`config.mk`:
```
export PLATFORM = sky130hd
export DESIGN_NAME = phy_rx
export DESIGN_NICKNAME = d
export VERILOG_FILES = /design/src/rtl/phy_rx.sv
export SDC_FILE = /design/constraint.sdc
export NUM_CORES = 1
export LEC_CHECK = 0
export ABC_AREA = 0
export ABC_CLOCK_PERIOD_IN_PS = 1900
export BUFFER_PORTS_ARGS = -buffer_cell sky130_fd_sc_hd__clkbuf_2
export CORE_MARGIN = 5
export CORE_UTILIZATION = 52
export CTS_BUF_LIST = sky130_fd_sc_hd__clkbuf_4 sky130_fd_sc_hd__clkbuf_8
export DETAILED_ROUTE_END_ITERATION = 8
export PLACE_DENSITY = 0.74
export SETUP_SLACK_MARGIN = 0.02
export SYNTH_ARGS = -nofsm -noshare
export SYNTH_HDL_FRONTEND = slang
export SYNTH_SLANG_ARGS = --single-unit
```
`constraint.sdc`:
```
create_clock -name clk_8f -period 1.9 [get_ports clk_8f]
set_clock_uncertainty 0.05 [all_clocks]
set_input_delay 0.19 -clock clk_8f [delete_from_list [all_inputs] [get_ports clk_8f]]
set_output_delay 0.19 -clock clk_8f [all_outputs]
set_load 0.05 [all_outputs]
```
`src/rtl/phy_rx.sv`:
```
// phy_rx: two-lane serial receiver; per-lane byte alignment on the 0xBC comma and 8-bit deserialization.
// Optional loss-of-sync detection is compiled in when the macro PHY_RX_LOS_EN is defined.
module phy_rx #(
  parameter int ALIGN_COMS = 4,
  parameter int LOS_BYTES  = 64
) (
  input  logic       clk_8f,
  input  logic       reset_L,
  input  logic       enable,
  input  logic       rx_in_0,
  input  logic       rx_in_1,
  output logic [7:0] data_out_0,
  output logic       valid_out_0,
  output logic [7:0] data_out_1,
  output logic       valid_out_1,
  output logic       active_out
);

  typedef enum logic [1:0] {
    SEARCH  = 2'd0,
    LOCKING = 2'd1,
    ALIGNED = 2'd2
  } state_t;

  localparam logic [7:0] COMMA    = 8'hBC;
  localparam logic [3:0] COM_LAST = 4'(ALIGN_COMS - 1);

  if ((ALIGN_COMS < 1) || (ALIGN_COMS > 15) || (LOS_BYTES < 1) || (LOS_BYTES > 255)) begin : g_param_check
    $error("phy_rx: ALIGN_COMS must be 1..15 and LOS_BYTES 1..255");
  end

  logic [1:0]      rx_in;
  logic [1:0]      lane_aligned;
  logic [1:0][7:0] lane_data;
  logic [1:0]      lane_valid;
  logic            active_reg;

  assign rx_in = {rx_in_1, rx_in_0};

  for (genvar gi = 0; gi < 2; gi++) begin : g_lane
    state_t     state_reg, state_next;
    logic [7:0] sr_reg;
    logic [2:0] bit_cnt_reg, bit_cnt_next;
    logic [3:0] com_cnt_reg, com_cnt_next;
    logic [7:0] data_reg, data_next;
    logic       valid_reg, valid_next;
    logic       boundary;
    logic       is_comma;
`ifdef PHY_RX_LOS_EN
    localparam logic [7:0] LOS_LAST = 8'(LOS_BYTES - 1);
    logic [7:0] los_cnt_reg, los_cnt_next;
`endif

    // Decisions use the registered shift value, so a byte completed at edge N acts at edge N+1.
    assign boundary = (bit_cnt_reg == 3'd7);
    assign is_comma = (sr_reg == COMMA);

    // The deserializer runs regardless of enable so the lane can relock right away.
    always_ff @(posedge clk_8f or negedge reset_L) begin
      if (!reset_L) begin
        sr_reg <= '0;
      end else begin
        sr_reg <= {sr_reg[6:0], rx_in[gi]};
      end
    end

    always_comb begin
      state_next   = state_reg;
      bit_cnt_next = bit_cnt_reg;
      com_cnt_next = com_cnt_reg;
      data_next    = data_reg;
      valid_next   = valid_reg;
`ifdef PHY_RX_LOS_EN
      los_cnt_next = los_cnt_reg;
`endif
      if (!enable) begin
        state_next   = SEARCH;
        bit_cnt_next = '0;
        com_cnt_next = '0;
        data_next    = '0;
        valid_next   = 1'b0;
`ifdef PHY_RX_LOS_EN
        los_cnt_next = '0;
`endif
      end else begin
        case (state_reg)
          SEARCH: begin
            bit_cnt_next = '0;
`ifdef PHY_RX_LOS_EN
            los_cnt_next = '0;
`endif
            if (is_comma) begin
              com_cnt_next = 4'd1;
              state_next   = (ALIGN_COMS == 1) ? ALIGNED : LOCKING;
            end
          end
          LOCKING: begin
            bit_cnt_next = bit_cnt_reg + 3'd1;
`ifdef PHY_RX_LOS_EN
            los_cnt_next = '0;
`endif
            if (boundary) begin
              if (is_comma) begin
                com_cnt_next = com_cnt_reg + 4'd1;
                if (com_cnt_reg == COM_LAST) begin
                  state_next = ALIGNED;
                end
              end else begin
                state_next   = SEARCH;
                com_cnt_next = '0;
              end
            end
          end
          ALIGNED: begin
            bit_cnt_next = bit_cnt_reg + 3'd1;
            if (boundary) begin
              // A payload byte equal to the comma is indistinguishable from idle, so it is never valid.
              data_next  = sr_reg;
              valid_next = !is_comma;
`ifdef PHY_RX_LOS_EN
              if (is_comma) begin
                los_cnt_next = '0;
              end else if (los_cnt_reg == LOS_LAST) begin
                state_next   = SEARCH;
                valid_next   = 1'b0;
                los_cnt_next = '0;
                com_cnt_next = '0;
              end else begin
                los_cnt_next = los_cnt_reg + 8'd1;
              end
`endif
            end
          end
          default: begin
            state_next = SEARCH;
          end
        endcase
      end
    end

    always_ff @(posedge clk_8f or negedge reset_L) begin
      if (!reset_L) begin
        state_reg   <= SEARCH;
        bit_cnt_reg <= '0;
        com_cnt_reg <= '0;
        data_reg    <= '0;
        valid_reg   <= 1'b0;
`ifdef PHY_RX_LOS_EN
        los_cnt_reg <= '0;
`endif
      end else begin
        state_reg   <= state_next;
        bit_cnt_reg <= bit_cnt_next;
        com_cnt_reg <= com_cnt_next;
        data_reg    <= data_next;
        valid_reg   <= valid_next;
`ifdef PHY_RX_LOS_EN
        los_cnt_reg <= los_cnt_next;
`endif
      end
    end

    assign lane_aligned[gi] = (state_reg == ALIGNED);
    assign lane_data[gi]    = data_reg;
    assign lane_valid[gi]   = valid_reg;
  end

  always_ff @(posedge clk_8f or negedge reset_L) begin
    if (!reset_L) begin
      active_reg <= 1'b0;
    end else if (!enable) begin
      active_reg <= 1'b0;
    end else begin
      active_reg <= &lane_aligned;
    end
  end

  assign data_out_0  = lane_data[0];
  assign valid_out_0 = lane_valid[0];
  assign data_out_1  = lane_data[1];
  assign valid_out_1 = lane_valid[1];
  assign active_out  = active_reg;

endmodule

```
==> summary.txt <==
Finish
  • Final net count: 287
  • Area Growth Syn to Fin: 17.6%
  • Fraction of layout cells with a size suffix above 1: 22.3%
  • Ant. Diodes: 0
  • Largest register FFs: 16
  • Final core utilization: 64.1%

Hold path
  • WHS Path Cells: 2
  • Worst min-delay path class: in2reg
  • Hold Startpoint: enable

Die
  • Starting Density: 54.5%
  • Core region area: 4410 um^2
  • Die width: 78.0 um
  • Rows: 24
  • Die area: 6090 um^2
  • Top Ports: 24
  • Die H: 78.0 um

STA
  • Relative slew margins: 68.7%
  • RSZ-0062 raised after global routing: yes
  • F_max: 532 MHz
  • Final Max Slew Viols: 0
  • WHS: 208 ps
  • Final Hold Fails: 0
  • Min Clock Period, post-route: 1880 ps
  • Worst slew pin tran: 470 ps
  • Setup violators final: 0
  • Fin crit share: 98.9%

Pwr
  • Maximum vdd drop: 0.478 mV
  • Power density over the cells: 836 nW/um^2
  • Lkg Pwr: 1.31 nW

Synthesis
  • Post-synth top area share: 55.1%
  • Mapped Cells: 229
  • Syn avg cell area: 10.5 um^2
  • Synth Warn #: 0
  • Synth area leaders: dfrtp_1 (55%), ha_1 (7.3%), nand2_1 (6.7%)
  • Register area share after synthesis: 55.1%
  • Ys flop type: dfrtp_1
  • Number of synthesized register bits: 53
  • Post-synth top area cell: dfrtp_1
  • Synth cell count leaders: dfrtp_1 (53), nand2_1 (43), a21oi_1 (21)
  • Most frequent cell after synthesis: dfrtp_1
  • Cell Area, Synth: 2410 um^2
  • Netlist cell types: 45
  • Number of flops mapped to enable cells by yosys: 0
  • Mapped Nets: 248
  • Ys async rst share: 100%

GRT
  • First-pass GRT wire length: 8.16 mm
  • Vias in the first global route: 1770
  • Aggregate global routing overflow: 0
  • GR Util met3: 3.09%
  • Met2 GRT Util: 25.5%
  • GRT busiest layer: met2
  • Pin count of the biggest net entering global routing: 37
  • Met1 Use GR: 22.8%
  • Gr usage total: 16.4%
  • Antenna violations before repair: 0

CTS
  • CTS root buffer: clkbuf_8
  • Num CTS Buffers: 5
  • Skew-Pair Late Insertion Delay: 300 ps
  • CTS sink count: 53
  • Clock transition at path regs: 90 ps
  • Clock Tree Buf Depth: 2
  • TritonCTS clock tree: done
  • Htree depth: 2

Critical path
  • CP startpoint: g_lane[1].bit_cnt_reg[1]$_DFFE_PN0P_
  • Register-to-Register Path Depth: 6
  • Critical path fanouts, max: 3
  • WP data arrival: 2020 ps
  • Critical path class: reg2reg
  • Critical path endpoint category: register
  • CP Launch Type: register
  • R2R Path Start: g_lane[1].bit_cnt_reg[1]$_DFFE_PN0P_
  • Req. time, crit path: 2040 ps

Detailed routing
  • Via count: 1773
  • Number of vias per cell: 5.52
  • DRC Markers: 0
  • Initial DRC count: 74
  • Routed length per instance: 14.4 um
  • ANT nets after route: 0
  • Drt pass-1 iters: 4
  • Final wirelength: 4.61 mm

Placed design
  • PortBufs: 23
  • Placer congestion estimate: 0.844
  • DP Wirelength: 3.29 mm

Outcome
  • Status: finished, final reports clean

Job
  • Max_cap viols: 0
==> cell usage in the layout, fill, tap and decap left out, types with 3 or more instances in the layout <==
cell,count
clkbuf_8,5
buf_4,11
mux2i_1,5
ha_1,9
o21ai_0,6
nand3_1,6
inv_1,9
clkbuf_2,23
dlygate4sd3_1,3
nor2_1,15
a21oi_1,21
dfrtp_1,53
a31oi_1,5
a22oi_1,4
nor3_1,3
ha_2,4
nand2_1,43
==> kinds of logic (layout without fill, tap and decap cells) <==
| kind of cell | after synthesis | after routing | share of synthesized area, % |
|---|---|---|---|
| and+or+nand+nor | 91 | 91 | 20.2 |
| DFF | 53 | 53 | 55.1 |
| AOI/OAI and AO/OA | 49 | 49 | 12.6 |
| muxes | 5 | 5 | 2.08 |
| adders and majority gates | 14 | 14 | 7.28 |
| buffers and inverters | 17 | 57 | 2.65 |
==> worst paths after layout <==
path	end	slack [ps]
max	g_lane[1].com_cnt_reg[3]$_DFFE_PN0P_	20
min in group asynchronous	g_lane[0].bit_cnt_reg[0]$_DFFE_PN0P_	310
max in group asynchronous	g_lane[1].com_cnt_reg[3]$_DFFE_PN0P_	930
min reg2reg	g_lane[1].sr_reg[2]$_DFF_PN0_	350
min	active_out$_DFF_PN0_	210
max reg2reg	g_lane[1].com_cnt_reg[3]$_DFFE_PN0P_	20
==> worst max-delay path, stage by stage (launching register included) <==
cell and delay (ps):
dfrtp_1 360, ha_2 200, ha_4 130, and2b_1 180, or4_4 430, a22o_1 220, a32o_2 210
==> where the power goes <==
part	total (W)	internal [W]	switching (W)
registers	0.00122	0.00118	0.0000405
logic	0.000511	0.000230	0.000281
clock network	0.000632	0.000274	0.000358
total	0.00237	0.00169	0.000679
==> through the flow <==
stage | total power [W] | setup slack [ps] | setup TNS, ps | instance area, um^2 | instances
3_5_place_dp | 0.00170 | 23.5 | 0 | 2650 | 307
3_3_place_gp | 0.00169 | 75.0 | 0 | 2650 | 307
4_1_cts | 0.00234 | 25.1 | 0 | 2780 | 319
2_1_floorplan | 0.00155 | 26.7 | 0 | 2410 | 229
6_report | 0.00237 | 20.7 | 0 | 2830 | 321
5_1_grt | 0.00253 | -63.3 | -63.3 | 2830 | 321
==> repair_timing <==
item,4_1_cts,5_1_grt
endpoints found under the setup margin,2,5
hold buffers,3,0
buffers inserted,1,2
pin swaps,1,0
resized for setup,0,11
endpoints found under the hold margin,19,0
==> layout make-up <==
cell class              count  area (um^2)
fillers                   361         1580
flip-flops and latches     53         1330
multi-input cells         159         1060
repair buffers             38          248
clock buffers               6         76.3
well taps                  52         65.1
inverters                  11         41.3
clock inverters             2         15.0
==> metal layers <==
metal	routed length, um	vias to the layer above
li1	-	878
met1	2280	849
met2	2080	39
met3	170	7
met4	74	0
met5	0	-
(Power assumes the default switching activity.)
